File: config.mk
export PLATFORM = sky130hd
export DESIGN_NAME = ldst_unit
export DESIGN_NICKNAME = d
export VERILOG_FILES = /design/src/rtl/brq_ldst_pkg.sv /design/src/rtl/ldst_align.sv /design/src/rtl/ldst_unit.sv
export SDC_FILE = /design/constraint.sdc
export NUM_CORES = 1
export LEC_CHECK = 0
export ABC_AREA = 1
export CORE_AREA = 2 2 157 159
export CTS_BUF_LIST = sky130_fd_sc_hd__clkbuf_4
export DETAILED_ROUTE_END_ITERATION = 10
export DIE_AREA = 0 0 159 161
export PLACE_DENSITY_LB_ADDON = 0.05
export SLEW_MARGIN = 0
export SYNTH_ARGS = -nofsm -noshare
export SYNTH_HDL_FRONTEND = slang
export SYNTH_SLANG_ARGS = --single-unit
File: constraint.sdc
create_clock -name brq_clk -period 2.2 [get_ports brq_clk]
set_clock_uncertainty 0.1 [all_clocks]
set_input_delay 0.55 -clock brq_clk [delete_from_list [all_inputs] [get_ports brq_clk]]
set_output_delay 0.55 -clock brq_clk [all_outputs]
set_load 0.02 [all_outputs]
File: src/rtl/brq_ldst_pkg.sv
// Shared types and helpers for the load/store stage: func3 codes, FSM states,
// access-size decode and the natural-alignment test.
package brq_ldst_pkg;

    localparam int DATA_W         = 32;
    localparam int BYTES_PER_WORD = DATA_W / 8;

    typedef enum logic [2:0] {
        F3_LB  = 3'b000,
        F3_LH  = 3'b001,
        F3_LW  = 3'b010,
        F3_LBU = 3'b100,
        F3_LHU = 3'b101
    } func3_e;

    typedef enum logic [1:0] {
        ST_IDLE    = 2'd0,
        ST_REQ     = 2'd1,
        ST_WAIT_RD = 2'd2
    } state_e;

    typedef enum logic [1:0] {
        SZ_BYTE = 2'd0,
        SZ_HALF = 2'd1,
        SZ_WORD = 2'd2
    } size_e;

    // The unused codes 011, 110 and 111 all land on word.
    function automatic size_e acc_size(input logic [2:0] f3);
        case (f3[1:0])
            2'b00:   return SZ_BYTE;
            2'b01:   return SZ_HALF;
            default: return SZ_WORD;
        endcase
    endfunction

    function automatic logic acc_unsigned(input logic [2:0] f3);
        return (f3 == F3_LBU) || (f3 == F3_LHU);
    endfunction

    function automatic logic acc_misaligned(input logic [2:0] f3, input logic [1:0] lo);
        case (acc_size(f3))
            SZ_HALF: return lo[0];
            SZ_WORD: return |lo;
            default: return 1'b0;
        endcase
    endfunction

endpackage

File: src/rtl/ldst_align.sv
// Byte-lane steering: store data/byte-enables toward the bus and load data
// extraction with sign/zero extension back from it. Purely combinational.
module ldst_align
    import brq_ldst_pkg::*;
(
    input  logic [2:0]                i_st_func3,
    input  logic [1:0]                i_st_addr_lo,
    input  logic [DATA_W-1:0]         i_st_data,
    output logic [BYTES_PER_WORD-1:0] o_st_be,
    output logic [DATA_W-1:0]         o_st_wdata,
    input  logic [2:0]                i_ld_func3,
    input  logic [1:0]                i_ld_addr_lo,
    input  logic [DATA_W-1:0]         i_ld_rdata,
    output logic [DATA_W-1:0]         o_ld_result
);

    logic [7:0]  w_ld_byte;
    logic [15:0] w_ld_half;
    logic        w_ld_unsigned;

    always_comb begin
        o_st_be    = 4'b1111;
        o_st_wdata = i_st_data;
        case (acc_size(i_st_func3))
            SZ_BYTE: begin
                o_st_be    = 4'b0001 << i_st_addr_lo;
                o_st_wdata = {4{i_st_data[7:0]}};
            end
            SZ_HALF: begin
                o_st_be    = i_st_addr_lo[1] ? 4'b1100 : 4'b0011;
                o_st_wdata = {2{i_st_data[15:0]}};
            end
            default: ;
        endcase
    end

    always_comb begin
        case (i_ld_addr_lo)
            2'd0:    w_ld_byte = i_ld_rdata[7:0];
            2'd1:    w_ld_byte = i_ld_rdata[15:8];
            2'd2:    w_ld_byte = i_ld_rdata[23:16];
            default: w_ld_byte = i_ld_rdata[31:24];
        endcase
        w_ld_half     = i_ld_addr_lo[1] ? i_ld_rdata[31:16] : i_ld_rdata[15:0];
        w_ld_unsigned = acc_unsigned(i_ld_func3);
        case (acc_size(i_ld_func3))
            SZ_BYTE: o_ld_result = w_ld_unsigned ? {24'b0, w_ld_byte}
                                                 : {{24{w_ld_byte[7]}}, w_ld_byte};
            SZ_HALF: o_ld_result = w_ld_unsigned ? {16'b0, w_ld_half}
                                                 : {{16{w_ld_half[15]}}, w_ld_half};
            default: o_ld_result = i_ld_rdata;
        endcase
    end

endmodule

File: src/rtl/ldst_unit.sv
// Memory-access stage: issues IEU loads/stores on a req/gnt/rvalid bus, stalls
// the pipe while in flight. BRQ_LDST_MISALIGN_TRAP_EN adds a misalignment trap.
//   state      | meaning
//   ST_IDLE    | no access pending; a new memory op is issued straight from inputs
//   ST_REQ     | request held on the bus from latched values, waiting for gnt
//   ST_WAIT_RD | load granted, waiting for rvalid
module ldst_unit
    import brq_ldst_pkg::*;
#(
    parameter int DataWidth    = 32,
    parameter int RegAddrWidth = 5
) (
    input  logic                    brq_clk,
    input  logic                    brq_rst,
    input  logic [DataWidth-1:0]    ieu_mem_addr,
    input  logic [DataWidth-1:0]    ieu_store_data,
    input  logic [2:0]              ieu_func3,
    input  logic                    ieu_mem_ren,
    input  logic                    ieu_mem_wen,
    input  logic                    ieu_memtoreg,
    input  logic                    ieu_regfile_en,
    input  logic [RegAddrWidth-1:0] ieu_addr_dst,
    input  logic [DataWidth-1:0]    ieu_alu_result_dealy,
    output logic                    dmem_req,
    output logic                    dmem_we,
    output logic [3:0]              dmem_be,
    output logic [DataWidth-1:0]    dmem_addr,
    output logic [DataWidth-1:0]    dmem_wdata,
    input  logic                    dmem_gnt,
    input  logic                    dmem_rvalid,
    input  logic [DataWidth-1:0]    dmem_rdata,
    output logic                    ldst_stall,
    output logic                    ldst_regfile_en,
    output logic [RegAddrWidth-1:0] ldst_addr_dst,
    output logic                    ldst_memtoreg,
    output logic [DataWidth-1:0]    ldst_mem_result,
    output logic [DataWidth-1:0]    ldst_alu_result
`ifdef BRQ_LDST_MISALIGN_TRAP_EN
    ,
    output logic                    ldst_misaligned
`endif
);

    state_e                  r_state, w_state_nxt;

    logic [DataWidth-1:0]    r_lat_addr;
    logic [2:0]              r_lat_func3;
    logic [DataWidth-1:0]    r_lat_wdata;
    logic [3:0]              r_lat_be;
    logic                    r_lat_load;
    logic                    r_lat_regfile_en;
    logic                    r_lat_memtoreg;
    logic [RegAddrWidth-1:0] r_lat_rd;
    logic [DataWidth-1:0]    r_lat_alu;

    logic                    r_regfile_en;
    logic [RegAddrWidth-1:0] r_addr_dst;
    logic                    r_memtoreg;
    logic [DataWidth-1:0]    r_mem_result;
    logic [DataWidth-1:0]    r_alu_result;

    logic                    w_mem_op, w_is_load, w_trap, w_issue;
    logic [3:0]              w_st_be;
    logic [DataWidth-1:0]    w_st_wdata, w_ld_result;
    logic                    w_req, w_we, w_stall;
    logic [3:0]              w_be;
    logic [DataWidth-1:0]    w_addr, w_wdata;
    logic                    w_wb_in, w_wb_lat, w_ld_done;

    assign w_mem_op  = ieu_mem_ren | ieu_mem_wen;
    assign w_is_load = ieu_mem_ren;

`ifdef BRQ_LDST_MISALIGN_TRAP_EN
    logic r_misaligned;
    assign w_trap = (r_state == ST_IDLE) & w_mem_op & acc_misaligned(ieu_func3, ieu_mem_addr[1:0]);
    assign ldst_misaligned = r_misaligned;
`else
    assign w_trap = 1'b0;
`endif

    assign w_issue = (r_state == ST_IDLE) & w_mem_op & ~w_trap;

    ldst_align u_align (
        .i_st_func3   (ieu_func3),
        .i_st_addr_lo (ieu_mem_addr[1:0]),
        .i_st_data    (ieu_store_data),
        .o_st_be      (w_st_be),
        .o_st_wdata   (w_st_wdata),
        .i_ld_func3   (r_lat_func3),
        .i_ld_addr_lo (r_lat_addr[1:0]),
        .i_ld_rdata   (dmem_rdata),
        .o_ld_result  (w_ld_result)
    );

    always_comb begin
        w_state_nxt = r_state;
        w_req       = 1'b0;
        w_we        = 1'b0;
        w_be        = 4'b0000;
        w_addr      = '0;
        w_wdata     = '0;
        w_stall     = 1'b0;
        w_wb_in     = 1'b0;
        w_wb_lat    = 1'b0;
        w_ld_done   = 1'b0;
        case (r_state)
            ST_IDLE: begin
                if (w_issue) begin
                    w_req   = 1'b1;
                    w_we    = ~w_is_load;
                    w_be    = w_st_be;
                    w_addr  = {ieu_mem_addr[DataWidth-1:2], 2'b00};
                    w_wdata = w_st_wdata;
                    if (!dmem_gnt) begin
                        w_state_nxt = ST_REQ;
                        w_stall     = 1'b1;
                    end else if (w_is_load) begin
                        w_state_nxt = ST_WAIT_RD;
                        w_stall     = 1'b1;
                    end else begin
                        w_wb_in = 1'b1;
                    end
                end else begin
                    w_wb_in = 1'b1;
                end
            end
            ST_REQ: begin
                w_req   = 1'b1;
                w_we    = ~r_lat_load;
                w_be    = r_lat_be;
                w_addr  = {r_lat_addr[DataWidth-1:2], 2'b00};
                w_wdata = r_lat_wdata;
                if (!dmem_gnt) begin
                    w_stall = 1'b1;
                end else if (r_lat_load) begin
                    w_state_nxt = ST_WAIT_RD;
                    w_stall     = 1'b1;
                end else begin
                    w_state_nxt = ST_IDLE;
                    w_wb_lat    = 1'b1;
                end
            end
            ST_WAIT_RD: begin
                if (dmem_rvalid) begin
                    w_state_nxt = ST_IDLE;
                    w_wb_lat    = 1'b1;
                    w_ld_done   = 1'b1;
                end else begin
                    w_stall = 1'b1;
                end
            end
            default: w_state_nxt = ST_IDLE;
        endcase
    end

    always_ff @(posedge brq_clk) begin
        if (brq_rst) begin
            r_state          <= ST_IDLE;
            r_lat_addr       <= '0;
            r_lat_func3      <= '0;
            r_lat_wdata      <= '0;
            r_lat_be         <= '0;
            r_lat_load       <= 1'b0;
            r_lat_regfile_en <= 1'b0;
            r_lat_memtoreg   <= 1'b0;
            r_lat_rd         <= '0;
            r_lat_alu        <= '0;
            r_regfile_en     <= 1'b0;
            r_addr_dst       <= '0;
            r_memtoreg       <= 1'b0;
            r_mem_result     <= '0;
            r_alu_result     <= '0;
        end else begin
            r_state <= w_state_nxt;
            if (w_issue) begin
                r_lat_addr       <= ieu_mem_addr;
                r_lat_func3      <= ieu_func3;
                r_lat_wdata      <= w_st_wdata;
                r_lat_be         <= w_st_be;
                r_lat_load       <= w_is_load;
                r_lat_regfile_en <= ieu_regfile_en;
                r_lat_memtoreg   <= ieu_memtoreg;
                r_lat_rd         <= ieu_addr_dst;
                r_lat_alu        <= ieu_alu_result_dealy;
            end
            // A trapped access retires as a bubble: no write-back.
            if (w_wb_in) begin
                r_regfile_en <= ieu_regfile_en & ~w_trap;
                r_addr_dst   <= ieu_addr_dst;
                r_memtoreg   <= ieu_memtoreg;
                r_alu_result <= ieu_alu_result_dealy;
            end else if (w_wb_lat) begin
                r_regfile_en <= r_lat_regfile_en;
                r_addr_dst   <= r_lat_rd;
                r_memtoreg   <= r_lat_memtoreg;
                r_alu_result <= r_lat_alu;
                if (w_ld_done) begin
                    r_mem_result <= w_ld_result;
                end
            end else begin
                r_regfile_en <= 1'b0;
            end
        end
    end

`ifdef BRQ_LDST_MISALIGN_TRAP_EN
    always_ff @(posedge brq_clk) begin
        if (brq_rst) begin
            r_misaligned <= 1'b0;
        end else begin
            r_misaligned <= w_trap;
        end
    end
`endif

    assign dmem_req        = w_req & ~brq_rst;
    assign ldst_stall      = w_stall & ~brq_rst;
    assign dmem_we         = w_we;
    assign dmem_be         = w_be;
    assign dmem_addr       = w_addr;
    assign dmem_wdata      = w_wdata;
    assign ldst_regfile_en = r_regfile_en;
    assign ldst_addr_dst   = r_addr_dst;
    assign ldst_memtoreg   = r_memtoreg;
    assign ldst_mem_result = r_mem_result;
    assign ldst_alu_result = r_alu_result;

endmodule
== Word-level counts from Yosys, hierarchy flattened ==
Cells that the tools add are included.

* Register bits: 184
* Output and inout port bits: 142

* Equal/unequal tests: 14
* Shifts and indexed selects: 1
* Multiplexer cells: 51
* Bitwise gates (word level): 8
* Reductions and logical operators: 10

{| class="wikitable"
|+ Operators by type and width
! kind !! count
|-
| $pmux W32 S2 || 4
|-
| $mux W32 || 6
|-
| $pmux W8 S3 || 1
|-
| $mux W1 || 20
|-
| $mux W16 || 1
|-
| $pmux W4 S2 || 2
|-
| $eq A2 B1 Y1 const B || 6
|-
| $logic_not A2 Y1 || 6
|-
| $mux W2 || 6
|-
| $mux W5 || 2
|-
| $mux W4 || 2
|-
| $pmux W2 S2 || 2
|-
| $eq A3 B3 Y1 const B || 2
|-
| $ne A2 B2 Y1 const B || 3
|-
| $pmux W1 S2 || 3
|-
| $pmux W2 S3 || 1
|-
| $eq A2 B2 Y1 const B || 2
|-
| $not A1 Y1 || 4
|-
| $reduce_and A4 Y1 || 1
|-
| $shl A1 B2 Y4 const A || 1
|-
| $and A1 B1 Y1 || 3
|-
| $ne A3 B3 Y1 const B || 1
|-
| $pmux W1 S3 || 1
|-
| $reduce_and A3 Y1 || 1
|-
| other kinds (3) || 3
|}

== Logic depth before layout (Yosys ltp) ==
* Depth in word-level cells: 6
* Gate-level depth with buffers: 13
* Gate-level depth less buffers: 10

== Cells and area by module ==
Synthesis repeated with hierarchy kept, for this count alone.

* Cell total of the unflattened synthesis: 1389
* Area, all modules: 9034.9 um2

{| class="wikitable"
|+ Modules (own cells, without submodules)
! module !! instances !! cells each !! area each (um2) !! sequential area each (um2)
|-
| ldst_unit || 1 || 1135 || 7883.8 || 3683.5
|-
| ldst_align || 1 || 254 || 1151.1 || 0.0
|}

== Least setup slack after synthesis ==
OpenSTA, ideal clock, no wires.

* Kind: register -> output
* From: register r_state[0]
* To: output dmem_req
* Data arrival time: 1.511 ns
* Setup slack: 0.039 ns
* Cell stages (with the launch flop): 7
* Cells stage by stage: dfxtp_1 -> inv_1 -> ha_1 -> o21ai_1 -> clkbuf_1 -> clkbuf_1 -> a21oi_1

* Cells in the longest elaborated chain, start to end: 5
* Elaborated cells on any way between the ends: 6
* Those cells by class: 1 x eq/ne; 2 x mux; 2 x bitwise; 1 x reduce/logical

{| class="wikitable"
|+ Ends and longest elaborated chain
! item !! RTL line !! text
|-
| start, declared || ldst_unit.sv:44 || <nowiki>state_e r_state, w_state_nxt;</nowiki>
|-
| start signal, assigned || ldst_unit.sv:174 || <nowiki>r_state <= w_state_nxt;</nowiki>
|-
| $logic_not A2 Y1 || ldst_unit.sv:81, ldst_unit.sv:106 ||
|-
| $and A1 B1 Y1 || ldst_unit.sv:81 || <nowiki>assign w_issue = (r_state == ST_IDLE) & w_mem_op & ~w_trap;</nowiki>
|-
| $mux W1 || ldst_unit.sv:108 || <nowiki>if (w_issue) begin</nowiki>
|-
| $pmux W1 S2 (*) || ldst_unit.sv:106 || <nowiki>case (r_state)</nowiki>
|-
| $and A1 B1 Y1 (*) || ldst_unit.sv:216 || <nowiki>assign dmem_req = w_req & ~brq_rst;</nowiki>
|-
| end, declared || ldst_unit.sv:24 || <nowiki>output logic dmem_req,</nowiki>
|}

Mark *: on every way between the ends. The rest lies on a longest branch, timed or not.

== Final worst setup path ==
* From: register r_state[0]
* To: register r_lat_wdata[18]

* Cells in the longest elaborated chain, start to end: 2

{| class="wikitable"
|+ Ends and longest elaborated chain
! item !! RTL line !! text
|-
| $logic_not A2 Y1 || ldst_unit.sv:81 ||
|-
| $and A1 B1 Y1 || ldst_unit.sv:81 ||
|-
| end signal, assigned || ldst_unit.sv:178 || <nowiki>r_lat_wdata <= w_st_wdata;</nowiki>
|-
| end, declared || ldst_unit.sv:48 || <nowiki>logic [DataWidth-1:0] r_lat_wdata;</nowiki>
|}

Every way passes these cells.
A chain may end at the register's enable or synchronous reset.

==> flow_summary.yaml <==
sta:
  rsz0062_at_grt: "true"
  max_freq_mhz: 367.8
  max_slew_margin: 0.5482
  fin_hold_ws_ns: 0.3572
  setup_ws_ns: -0.5186
  setup_viol: 74
  tightest_slew_ns: 0.6777
  finalMaxSlewViolations: 0
  hold_viol_final: 0
  fin_crit_ns: 2.719
  final.period_utilization: 1.236
floorplanning:
  io_pins: 286
  start_util: 0.3648
  chipWidth_um: 159
  fp.dieH_um: 161
  rows: 57
  fp.coreArea_um2: 23960
  dieArea_um2: 25600
routing:
  firstDrtPassIters: 5
  viasPerCell: 4.819
  drc: 0
  routed_wl_um: 31710
  dr.first_iter.drc_count: 623
  wl_per_cell_um: 15.06
  vias: 10148
  ant_nets: 0
finish:
  layout.nets: 1915
  fill_cells: 2280
  multi_input_area_um2: 4940
  fin_util: 0.6040
  area_delta_synth_final_pct: 65.57
  regArea_um2: 3686
  drive_gt1_frac: 0.2736
power:
  ir_drop_uv: 362.6
  p_comb_frac: 0.478
  finalPower_mw: 11.37
  power_switching_mw: 4.512
  power_leakage_nw: 6.754
  internal_power_mw: 6.854
  p_clk_frac: 0.174
  switching_share: 0.3970
  power-per-cell-area_nw_per_um2: 785.4
  seqPwrFrac: 0.348
worst_setup_path:
  startpoint_type: "flop"
  endpoint_kind: "flop"
  arrival_ns: 3.15
  critPathMostFrequentCell: "buf_4"
  crit_path_max_fanout: 6
  cp.required_ns: 2.63
  slowest_stage: "dfxtp_2"
  crit_path_cell_trace: "inv_2 > ha_4 > o21ai_4 > inv_6 > buf_6 > nand2_4 > nand2_1 > o21ai_1 > buf_4 > buf_4 > buf_4 > buf_4 > buf_4 > buf_4 > buf_4 > buf_4 > buf_4 > buf_4 > buf_4 > a21oi_2"
  critPathMaxStageDelay_ns: 0.36
  criticalPathCategory: "flop to flop"
clock_network:
  cts.sinks: 184
  htreeDepth: 4
  cts_buffers: 17
  clkTransAtPathRegs_ns: 0.17
  cts_tree: "built"
  clock_latency_ns: 0.58
  hold_buffers: 0
  clk_path_buf_depth: 2
  cts_root_buffer: "clkbuf_4"
placement:
  pre_cts_ws_ns: -0.9994
  port_buffers: 283
  gp_congestion: 0.8878
  dp_hpwl_um: 19820
synthesis:
  synth.top_cells.by_area: "dfxtp_1 42%, nand2_1 21%, a21oi_1 9.0%"
  yosys.area.top_type: "dfxtp_1"
  yosysWarnings: 0
  ys_seq_area_frac: 0.4214
  yosysMostFrequentCell: "nand2_1"
  synth_common_cells: "493 x nand2_1, 184 x dfxtp_1, 158 x a21oi_1, 121 x nor2_1, 95 x inv_1"
  syn_area_per_cell_um2: 6.475
  synth.distinct_cells: 27
  synth_top_area_share: 0.4214
  postSynthCellCount: 1350
  synth_area_um2: 8741
  ys.flop_type: "dfxtp_1"
  ys_ff_latch: 184
  synth_edf_count: 0
  async_flop_share: 0
global_routing:
  antenna_found_initial: 2
  grt_util_all_layers: 0.2369
  gr-total-overflow: 0
  grt_max_degree: 110
  grt_pass1_wl_um: 49720
  grt_pass1_vias: 9663
run:
  maxCapViolations: 0
outcome:
  violations: "negative setup slack"
  status: "finished, violations left"
hold_path:
  hp-class: "flop to flop"
==> registers in the layout (all words and copies together) (netlist names), 2 cells and up <==
register and cells:
r_lat_addr 32, ldst_mem_result 32, r_lat_be 4, r_lat_wdata 32, r_state 2, ldst_alu_result 32
r_lat_alu 32, ldst_addr_dst 5, r_lat_rd 5, r_lat_func3 3
==> critical path: cells and delay by family, from the launching register on <==
| family | cells | cell delay (ns) |
|---|---|---|
| AOI/OAI and AO/OA | 3 | 0.28 |
| DFF | 1 | 0.36 |
| adders and majority gates | 1 | 0.18 |
| buffers and inverters | 14 | 1.65 |
| and+or+nand+nor | 2 | 0.10 |
==> worst paths after layout <==
kind                           to     startpoint  cells after the start  slack [ns]
setup / recovery  r_lat_wdata[18]     r_state[0]                     20       -0.52
hold / removal      r_lat_alu[23]  r_lat_alu[23]                      2        0.36
setup reg to reg  r_lat_wdata[18]     r_state[0]                     20       -0.52
hold reg to reg     r_lat_alu[23]  r_lat_alu[23]                      2        0.36
==> layout make-up <==
type / count / share of cell area
inverters: 102 / 0.02836
repair buffers: 485 / 0.3263
diodes: 2 / 0.0003458
well taps: 324 / 0.02801
multi-input cells: 977 / 0.3413
flip-flops and latches: 184 / 0.2547
clock buffers: 17 / 0.008818
clock inverters: 15 / 0.01219
==> through the flow <==
step           instance area, um2  setup TNS, ns  std cells
2_1_floorplan                8745              0       1351
3_3_place_gp                12420         -96.88       1969
3_5_place_dp                12420        -103.80       1969
4_1_cts                     14260         -31.41       2103
5_1_grt                     14470         -39.00       2106
6_report                    14470         -31.14       2106
==> power groups by stage <==
stage	Combinational (mW)	Sequential (mW)	Clock [mW]
after floorplan	2.14	4.09	0
final	5.44	3.95	1.98
after global placement	4.07	4.00	0
after global routing	5.86	4.00	2.16
after CTS	5.25	3.94	2.04
after detailed placement	4.09	4.01	0
==> timing repair <==
action,CTS,global route
gates cloned,4,6
resized for setup,683,39
pin swaps,31,12
setup buffers,98,6
setup endpoints to repair,140,101
==> cells by family (layout without fill, tap and decap cells) <==
logic type / after synthesis / count (layout) / synth area share
AOI/OAI and AO/OA: 267 / 267 / 0.1547
adders and majority gates: 4 / 4 / 0.005726
buffers and inverters: 190 / 619 / 0.09634
DFF: 184 / 184 / 0.4214
other: 1 / 4 / 0.0004290
and+or+nand+nor: 704 / 704 / 0.3214
==> layer usage <==
metal,vias up,global-route usage,share of wire
met3,50,0.05752,0.069
met1,4667,0.3050,0.44
met4,0,0.08264,0.025
li1,5107,-,-
met5,-,0,0
met2,324,0.3895,0.47
==> placed cells by master, fill, tap and decap left out, drive strengths merged, types with 10 or more instances in the layout <==
cell,netlist,final
clkbuf,48,20
o22ai,10,10
inv,97,103
nand3,73,73
buf,40,269
clkdlybuf4s50,0,142
clkinv,5,11
a21oi,158,158
dfxtp,184,184
nor2,123,123
dlygate4sd2,0,71
nand2,497,497
o21ai,97,97
Note: power is estimated with default switching activity, not from simulation.
